File: src/rtl/ats21_cmd_capture.sv
// ats21_cmd_capture: assembles two-word instructions from clients A/B into a dual-push FWFT command queue
module ats21_cmd_capture #(
  parameter int DEPTH = 4,
  parameter int CNT_W = 8
) (
  input  logic                         clk,
  input  logic                         reset,
  input  logic                         req,
  input  logic [15:0]                  ctrlA,
  input  logic [15:0]                  ctrlB,
  output logic                         cmd_valid,
  input  logic                         cmd_ready,
  output logic [31:0]                  cmd_word,
  output logic                         cmd_client,
  output logic [$clog2(DEPTH+1)-1:0]   q_level,
  output logic                         busy,
  output logic                         overflow,
  output logic [CNT_W-1:0]             drop_cnt
);
  localparam int AW = $clog2(DEPTH);
  localparam int LW = $clog2(DEPTH+1);
  typedef enum logic {IDLE, LOWER} state_t;
  state_t state_a, state_a_n, state_b, state_b_n;
  logic [15:0] upper_a, upper_b;
  logic cap_a, cap_b, push_a, push_b, pop, acc_a, acc_b;
  logic [LW-1:0] free;
  logic [1:0] n_acc, n_drop;
  logic [CNT_W:0] drop_sum;
  logic [31:0] mem_word [DEPTH];
  logic mem_client [DEPTH];
  logic [AW-1:0] wr_ptr, rd_ptr;
  always_comb begin
    push_a = state_a == LOWER;
    push_b = state_b == LOWER;
    cap_a = state_a == IDLE && req && |ctrlA[15:13];
    cap_b = state_b == IDLE && req && |ctrlB[15:13];
    state_a_n = cap_a ? LOWER : IDLE;
    state_b_n = cap_b ? LOWER : IDLE;
    pop = cmd_valid & cmd_ready;
    // a pop this edge frees its slot for a same-edge push; A has priority over B
    free = LW'(DEPTH) - q_level + LW'(pop);
    acc_a = push_a && free != '0;
    acc_b = push_b && free > LW'(acc_a);
    n_acc = 2'(acc_a) + 2'(acc_b);
    n_drop = 2'(push_a) + 2'(push_b) - n_acc;
    drop_sum = {1'b0, drop_cnt} + (CNT_W+1)'(n_drop);
  end
  assign cmd_valid = q_level != '0;
  assign cmd_word = cmd_valid ? mem_word[rd_ptr] : '0;
  assign cmd_client = cmd_valid ? mem_client[rd_ptr] : 1'b0;
  assign busy = state_a == LOWER || state_b == LOWER;
  always_ff @(posedge clk or negedge reset) begin
    if (!reset) begin
      state_a <= IDLE;
      state_b <= IDLE;
      upper_a <= '0;
      upper_b <= '0;
    end else begin
      state_a <= state_a_n;
      state_b <= state_b_n;
      upper_a <= cap_a ? ctrlA : upper_a;
      upper_b <= cap_b ? ctrlB : upper_b;
    end
  end
  always_ff @(posedge clk or negedge reset) begin
    if (!reset) begin
      for (int i = 0; i < DEPTH; i++) begin
        mem_word[i] <= '0;
        mem_client[i] <= 1'b0;
      end
      wr_ptr <= '0;
      rd_ptr <= '0;
      q_level <= '0;
      overflow <= 1'b0;
      drop_cnt <= '0;
    end else begin
      if (acc_a) begin
        mem_word[wr_ptr] <= {upper_a, ctrlA};
        mem_client[wr_ptr] <= 1'b0;
      end
      if (acc_b) begin
        mem_word[wr_ptr + AW'(acc_a)] <= {upper_b, ctrlB};
        mem_client[wr_ptr + AW'(acc_a)] <= 1'b1;
      end
      wr_ptr <= wr_ptr + AW'(n_acc);
      rd_ptr <= rd_ptr + AW'(pop);
      q_level <= q_level + LW'(n_acc) - LW'(pop);
      overflow <= n_drop != '0;
      drop_cnt <= drop_sum[CNT_W] ? '1 : drop_sum[CNT_W-1:0];
    end
  end
endmodule

File: config.mk
export PLATFORM = sky130hd
export DESIGN_NAME = ats21_cmd_capture
export DESIGN_NICKNAME = d
export VERILOG_FILES = /design/src/rtl/ats21_cmd_capture.sv
export SDC_FILE = /design/constraint.sdc
export NUM_CORES = 1
export LEC_CHECK = 0
export ABC_AREA = 1
export BUFFER_PORTS_ARGS = -buffer_cell sky130_fd_sc_hd__buf_4
export CORE_UTILIZATION = 30
export DETAILED_ROUTE_END_ITERATION = 10
export MAX_ROUTING_LAYER = met4
export SYNTH_ARGS = -nofsm -noshare
export SYNTH_HDL_FRONTEND = slang
export SYNTH_SLANG_ARGS = --single-unit
export TNS_END_PERCENT = 5
File: constraint.sdc
create_clock -name clk -period 10.05 [get_ports clk]
set_input_delay 1.005 -clock clk [delete_from_list [all_inputs] [get_ports clk]]
set_output_delay 1.005 -clock clk [all_outputs]
set_load 0.05 [all_outputs]
==> qor.yml <==
outcome: "completed"
cp.required_ns: 10.36
setup_viol: 0
io-pin-count: 83
place_congestion: 0.834
wl_per_cell_um: 19.1
p_leak_uw: 0.00625
die-area_um2: 35800
grt_use_met3: 0.0384
cap_violations: 0
seq_area_frac_synth: 0.434
ys_top_cells_by_area: "dfrtp_1, nand2_1, nand4_1"
p_clk_frac: 0.151
track_usage: 0.217
yosysWarnings: 0
powerDensity_nw_per_um2: 409
finClkSkew_ns: 0.0182
vias: 10082
yosys.area.top_type: "dfrtp_1"
nNetsFinal: 1532
synth_seq_cells: 182
core-area_um2: 34500
fmax_mhz: 178
fin_util: 0.348
period_share: 0.559
synthToLayoutAreaGrowth_pct: 14.2
worstPathArrival_ns: 5.94
syn_inst: 1471
post-cts-setup-buffer-count: 0
power_frac_seq: 0.254
syn-num-nets: 1522
numCtsBuffers: 17
combPwrFrac: 0.595
post-dp-hpwl_um: 21500
hold_path.class: "reg2reg"
synth_top_area_share: 0.434
viasPerCell: 5.17
slowest_stage: "nand3_4"
drt_iter0_drc: 1066
drt_pass1_iterations: 8
grt_pass1_wl_um: 57700
grtUsageMet1: 0.294
finalMaxSlewViolations: 0
hold_start: "mem_client[2]"
hold_buffers: 0
p_sw_uw: 2580
start_kind: "flip-flop"
io_buffers: 82
antenna_found_initial: 1
ir_drop_mv: 0.257
htree_levels: 4
ys.flop_type: "dfrtp_1"
clk_latency_ns: 0.44
worst_pin_slew_ns: 1.13
use_met2: 0.327
rsz0062_at_grt: "no"
synthArstFlopShare: 1.00
fp-row-count: 68
path_class: "reg2reg"
grt_max_degree: 80
crit_fanout: 67
postRouteAntennaNets: 0
maxSlewHeadroom: 0.248
fillers: 3710
drive_gt1_frac: 0.103
final_hold_viol_count: 0
die_h_um: 189
grt.busiest_layer: "met2"
syn_area_um2: 10500
wl_um: 37300
cpPeakStageDelay_ns: 0.63
tritoncts: "built"
hold_depth: 2
r2r_cells: 27
die_w_um: 189
worstSetupStartpoint: "q_level[2]"
initial_core_util: 0.305
grt_pass1_vias: 9619
ys_types: 28
grt_overflow_total: 0
setup_tns_ns: 0
p_sw_frac: 0.525
cts_root_buffer: "clkbuf_16"
drc: 0
cts_resized: 0
fin_crit_ns: 5.62
worstSetupEndpointType: "flip-flop"
path_clk_slew_ns: 0.08
r2r-start: "q_level[2]"
cts_max_path_buffers: 2
syn_avg_cell_area_um2: 7.14
p_int_uw: 2330
clkSinkCount: 182
synth_edf_count: 0
[layer usage]
layer / vias up / routed length (um)
li1: 4789 / -
met1: 4821 / 16500
met2: 409 / 17200
met3: 63 / 2740
met4: 0 / 890
met5: - / 0
[logic make-up (layout without fill, tap and decap cells)]
kind of cell    Yosys count  in the layout  share of synthesized area
other cells               0              1                          0
buf+inv                 307            330                      0.117
flops                   182            182                      0.434
xor+xnor                  7              7                    0.00584
simple gates            773            773                      0.333
compound gates          187            187                     0.0909
fa+ha+maj                15             15                     0.0193
[Yosys cell counts, types with 4 or more instances]
cell type	instances
nand2_1	479
dfrtp_1	182
nand4_1	131
xor2_1	5
buf_2	39
o21ai_0	86
inv_2	8
ha_1	13
inv_1	192
nor2_1	13
nand3_1	138
a21oi_1	99
clkbuf_1	53
nand4_4	4
buf_1	7
buf_4	8
[sequential cells by signal, indices dropped and copies added (netlist names)]
register    cells
upper_b        16
push_b          1
wr_ptr          2
rd_ptr          2
mem_client      4
overflow        1
drop_cnt        8
mem_word      128
q_level         3
push_a          1
upper_a        16
[metrics by stage]
step	instance area, um^2	total power [uW]	worst slack, ns	hold WS [ns]	cells
finish	12000	4910	4.43	0.478	1950
global route	12000	5260	3.80	0.500	1950
detailed placement	11400	4180	4.06	0.462	1917
floorplan	10500	3320	4.69	0.445	1471
global placement	11400	4120	4.23	0.460	1917
CTS	12000	4920	4.42	0.480	1949
[power groups by stage]
stage	sequential [uW]	combinational (uW)	clock, uW
floorplan	1280	2030	0
global placement	1250	2870	0
detailed placement	1260	2920	0
CTS	1250	2930	745
global route	1290	3200	774
finish	1250	2920	740
[area by class of cell]
cell class	count	area, um^2	area share
diodes	1	2.50	0.000209
clock buffers	19	443	0.0369
clock inverters	13	191	0.0160
inverters	200	751	0.0626
multi-input cells	982	4740	0.395
flip-flops and latches	182	4560	0.380
well taps	455	569	0.0475
repair buffers	98	739	0.0617
[cells in the final DEF, fill, tap and decap left out, types with 2 or more instances in the layout]
master / count
nand2_1: 479
inv_1: 189
dfrtp_1: 180
nand3_1: 138
nand4_1: 131
a21oi_1: 99
buf_4: 97
o21ai_0: 86
clkbuf_16: 17
ha_1: 13
nor2_1: 11
inv_2: 10
xor2_1: 5
nand4_4: 4
inv_6: 4
bufinv_16: 4
nor2_2: 3
clkinvlp_4: 3
xnor2_1: 2
fa_1: 2
[critical path, delay by kind of cell (launching register included)]
family	cells	cell delay [ns]
buf+inv	5	0.37
flops	1	0.46
xor+xnor	2	0.33
fa+ha+maj	6	1.67
compound gates	2	0.25
simple gates	12	2.39
[worst paths after layout]
kind	slack (ns)	end
min in group asynchronous	0.56	drop_cnt[5]
hold / removal	0.48	mem_client[2]
max in group asynchronous	8.10	push_a
setup reg to reg	4.43	drop_cnt[6]
setup / recovery	4.43	drop_cnt[6]
hold reg to reg	0.48	mem_client[2]
Power figures use the tool's default switching activity.
